==> config.mk <==
export PLATFORM = sky130hd
export DESIGN_NAME = reg_scan_reader
export DESIGN_NICKNAME = d
export VERILOG_FILES = /design/src/rtl/reg_scan_reader.sv
export SDC_FILE = /design/constraint.sdc
export NUM_CORES = 1
export LEC_CHECK = 0
export ABC_AREA = 1
export BUFFER_PORTS_ARGS = -buffer_cell sky130_fd_sc_hd__clkbuf_2
export CAP_MARGIN = 10
export CORE_MARGIN = 2
export CORE_UTILIZATION = 42
export DETAILED_ROUTE_END_ITERATION = 6
export PLACE_DENSITY = 0.75
export SKIP_CTS_REPAIR_TIMING = 1
export SYNTH_ARGS = -nofsm -noshare
export SYNTH_HDL_FRONTEND = slang
export SYNTH_SLANG_ARGS = --single-unit
==> constraint.sdc <==
create_clock -name clk -period 1.05 [get_ports clk]
set_input_delay 0.21 -clock clk [delete_from_list [all_inputs] [get_ports clk]]
set_output_delay 0.21 -clock clk [all_outputs]
set_load 0.01 [all_outputs]
==> src/rtl/reg_scan_reader.sv <==
// reg_scan_reader: walks storage addresses 0..NREG-1 over a read port and
// streams each (address, word) pair to a debug sink on a valid/ready handshake.
// Optional feature macro: SCAN_LOOP_EN (continuous rescan until stop is requested).
module reg_scan_reader #(
  parameter int unsigned NREG = 32,
  parameter int unsigned AW   = 5,
  parameter int unsigned DW   = 32
) (
  input  logic          clk,
  input  logic          rst,
  input  logic          CE,
  input  logic          start,
  input  logic          stop,
  output logic [AW-1:0] rd_addr,
  input  logic [DW-1:0] rd_data,
  output logic          out_valid,
  input  logic          out_ready,
  output logic [AW-1:0] out_addr,
  output logic [DW-1:0] out_data,
  output logic          busy,
  output logic          done
);

  localparam logic [AW-1:0] LAST_ADDR = AW'(NREG - 1);

  typedef enum logic [1:0] {
    IDLE = 2'd0,
    READ = 2'd1,
    SEND = 2'd2
  } state_t;

  state_t        state, state_d;
  logic [AW-1:0] rd_addr_d;
  logic          out_valid_d;
  logic [AW-1:0] out_addr_d;
  logic [DW-1:0] out_data_d;
  logic          busy_d;
  logic          done_d;
  logic          xfer;

  assign xfer = out_valid && out_ready;

`ifdef SCAN_LOOP_EN
  logic stop_req, stop_req_d;

  // Stop request flag: set by stop during a scan, cleared when the scan ends.
  always_ff @(posedge clk) begin
    if (rst) begin
      stop_req <= 1'b0;
    end else begin
      stop_req <= stop_req_d;
    end
  end
`else
  // Single-pass build: stop has no effect.
  logic unused_stop;
  assign unused_stop = stop;
`endif

  // State and output registers; CE gating is resolved in the next-state logic.
  always_ff @(posedge clk) begin
    if (rst) begin
      state     <= IDLE;
      rd_addr   <= '0;
      out_valid <= 1'b0;
      out_addr  <= '0;
      out_data  <= '0;
      busy      <= 1'b0;
      done      <= 1'b0;
    end else begin
      state     <= state_d;
      rd_addr   <= rd_addr_d;
      out_valid <= out_valid_d;
      out_addr  <= out_addr_d;
      out_data  <= out_data_d;
      busy      <= busy_d;
      done      <= done_d;
    end
  end

  // Next-state and next-output logic; CE=0 holds everything as-is.
  always_comb begin
    state_d     = state;
    rd_addr_d   = rd_addr;
    out_valid_d = out_valid;
    out_addr_d  = out_addr;
    out_data_d  = out_data;
    busy_d      = busy;
    done_d      = done;
`ifdef SCAN_LOOP_EN
    stop_req_d  = stop_req;
`endif

    if (CE) begin
      done_d = 1'b0;
`ifdef SCAN_LOOP_EN
      if (state != IDLE && stop) begin
        stop_req_d = 1'b1;
      end
`endif
      case (state)
        IDLE: begin
          if (start) begin
            state_d   = READ;
            busy_d    = 1'b1;
            rd_addr_d = '0;
          end
        end

        READ: begin
          out_data_d  = rd_data;
          out_addr_d  = rd_addr;
          out_valid_d = 1'b1;
          state_d     = SEND;
        end

        SEND: begin
          if (xfer) begin
            out_valid_d = 1'b0;
            if (rd_addr < LAST_ADDR) begin
              rd_addr_d = rd_addr + AW'(1);
              state_d   = READ;
            end else begin
              rd_addr_d = '0;
              done_d    = 1'b1;
`ifdef SCAN_LOOP_EN
              if (stop_req || stop) begin
                busy_d     = 1'b0;
                stop_req_d = 1'b0;
                state_d    = IDLE;
              end else begin
                state_d    = READ;
              end
`else
              busy_d  = 1'b0;
              state_d = IDLE;
`endif
            end
          end
        end

        default: begin
          state_d = IDLE;
        end
      endcase
    end
  end

endmodule

==> metrics.md <==
| Metric | Value |
|---|---|
| Antenna diodes | 0 |
| Core Util, Final | 0.614 |
| Initial antenna violation count | 0 |
| Synth area leaders | dfxtp_1, a21oi_1, o21ai_0 |
| DR WL met3 | 270 um |
| Worst-path clk slew | 0.08 ns |
| Routed Antenna Nets | 0 |
| Type of origin of the critical path | flip-flop |
| Finish-stage setup viols | 15 |
| Routability Congestion | 0.751 |
| Share of the synthesized area in the top cell type | 0.503 |
| Global-route wire length before repair | 6.71 mm |
| Status | finished, violations left |
| Hpwl dp | 2.81 mm |
| Post-synthesis register bit count | 47 |
| Max cap viols | 0 |
| Final worst path period need | 1.10 ns |
| Dpl cell area | 2380 um^2 |
| Ys async rst share | 0 |
| Final hold violations | 0 |
| Synth area leader | dfxtp_1 |
| Sequential share of the synthesized area | 0.503 |
| Vias in the first global route | 1597 |
| Rows | 24 |
| Top FF cell, synth | dfxtp_1 |
| Slew Limit Fails | 0 |
| EDFF count, synth | 0 |
| Slew @ Worst Pin | 0.235 ns |
| Period utilisation layout | 1.04 |
| Clk Latency, worst-skew pair | 0.29 ns |
| Critical Path AT | 0.89 ns |
| Mapped Area | 1870 um^2 |
| First-pass iteration count of the detailed router | 4 |
| GR Overflow Total | 0 |
| Vias per cell | 4.61 |
| Mapped Nets | 273 |
| Drt wl/cell | 10.8 um |
| Top-count cell post-synth | dfxtp_1 |
| Routed wl met2 | 1.92 mm |
| Mapped Cells | 234 |
| Failing checks | setup timing |
| Total track usage | 0.163 |
| Worst ir drop on vdd | 690 uV |
| PnR Total Power | 3.65 mW |
| Top post-synthesis cells by count | dfxtp_1, inv_1, a21oi_1 |
| Layout cells sized above 1 | 0.407 |
| Synth-to-layout area growth | 42.0% |
| DRC viols | 0 |
| PortBufs | 81 |
| # IOs | 83 |
| Pre-CTS setup slack | -0.0868 ns |
| Mean post-synth cell area | 7.99 um^2 |
| Skew final | 0.00572 ns |
| TritonCTS Buffers | 5 |
| Placeable Area | 4320 um^2 |
| Multi-input combinational cell area | 707 um^2 |
| Die area | 5000 um^2 |
| Nets | 366 |
| Initial core utilization | 0.432 |
| Synth Warn # | 0 |
| CP Data Required Time | 0.84 ns |
| Routed WL | 4.11 mm |
| Met1 wire length | 1.90 mm |
| CP endpoint kind | primary output |
| Fillers | 399 |
| Final setup margin | -0.0460 ns |
| Top routing layer in use | met4 |
| Die height | 70.7 um |
| Clock buffer depth | 2 |
| RSZ-0062 raised after global routing | yes |
| Post-synth cell types | 23 |
| Vias | 1746 |
| Drt initial violations | 45 |
| Finished Cell Area | 2650 um^2 |
| Leakage | 1.20 nW |
| Die X | 70.7 um |
| CTS tree | yes |
| Largest net degree at the start of global routing | 49 |
| Critical path type | flip-flop to primary output |
| CTS sink count | 47 |
| Storage element area | 956 um^2 |
| H-tree Lvls | 2 |
| Max Fclk | 912 MHz |
| Setup TNS | -0.194 ns |
| Critical Path Fanout Max | 4 |
| Power Dens Cells | 1370 nW/um^2 |
| Tightest Hold Check Type | input pin to flip-flop |
| Max_slew headroom | 0.843 |
| Root Buffer | clkbuf_8 |
-- logic make-up (layout without fill, tap and decap cells) --
| logic type | count (synthesis) | in the layout | share of synthesized area |
|---|---|---|---|
| AO/OA/AOI/OAI | 84 | 84 | 0.236 |
| adder cells (fa/ha/maj) | 1 | 1 | 0.00669 |
| buffers and inverters | 60 | 153 | 0.145 |
| flip-flops | 47 | 47 | 0.503 |
| AND/OR/NAND/NOR | 42 | 42 | 0.109 |
-- path summary, 6_finish.rpt --
kind	start	to	slack, ns	cells after the start
worst max register to register	state[1]	rd_addr[4]	-0.03	6
worst min-delay path	rst	out_valid	0.12	2
worst max-delay path	rd_addr[1]	rd_addr[1]	-0.05	2
worst min register to register	out_addr[0]	out_addr[0]	0.44	2
-- report_power, final --
part / leakage, nW / internal, mW / total [mW] / switching, mW
Sequential: 0.387 / 1.86 / 1.91 / 0.0490
Combinational: 0.767 / 0.227 / 0.487 / 0.261
Clock: 0.0513 / 0.698 / 1.25 / 0.548
-- registers in the layout, indices dropped and copies added, names as in the netlist --
signal and count:
out_addr 5, rd_addr 5, out_valid 1, busy 1, done 1, out_data 32, state 2
-- worst max-delay path, stage by stage (launching register included) --
cell and delay, ns:
dfxtp_2 0.37, buf_4 0.12, clkbuf_2 0.12
-- stage by stage --
stage / cells / hold slack, ns
after floorplan: 234 / 0.279
after global placement: 366 / 0.426
after detailed placement: 366 / 0.429
after CTS: 373 / 0.113
after global routing: 379 / 0.112
final: 379 / 0.119
-- metal layers --
metal	vias to the layer above	global-route usage
met5	-	0
met4	0	0.0524
met3	2	0.0598
met2	49	0.280
met1	759	0.189
li1	936	-
-- cell type report --
type,instances,area share
Multi-Input combinational cell,127,0.266
Timing Repair Buffer,98,0.240
Sequential cell,47,0.360
Inverter,48,0.0698
Clock inverter,1,0.0113
Clock buffer,6,0.0273
Tap cell,52,0.0245
-- placed cells by master, fill, tap and decap left out, types with 5 or more instances in the layout --
cell and instances:
o21ai_0 18, dfxtp_2 6, nand2_1 14, inv_1 45, dfxtp_1 39, o21ai_1 20
a21oi_1 40, nor2_1 7, nand3_1 7, buf_4 8, clkbuf_2 76, buf_6 10
clkbuf_8 5
Note: power is estimated with default switching activity, not from simulation.
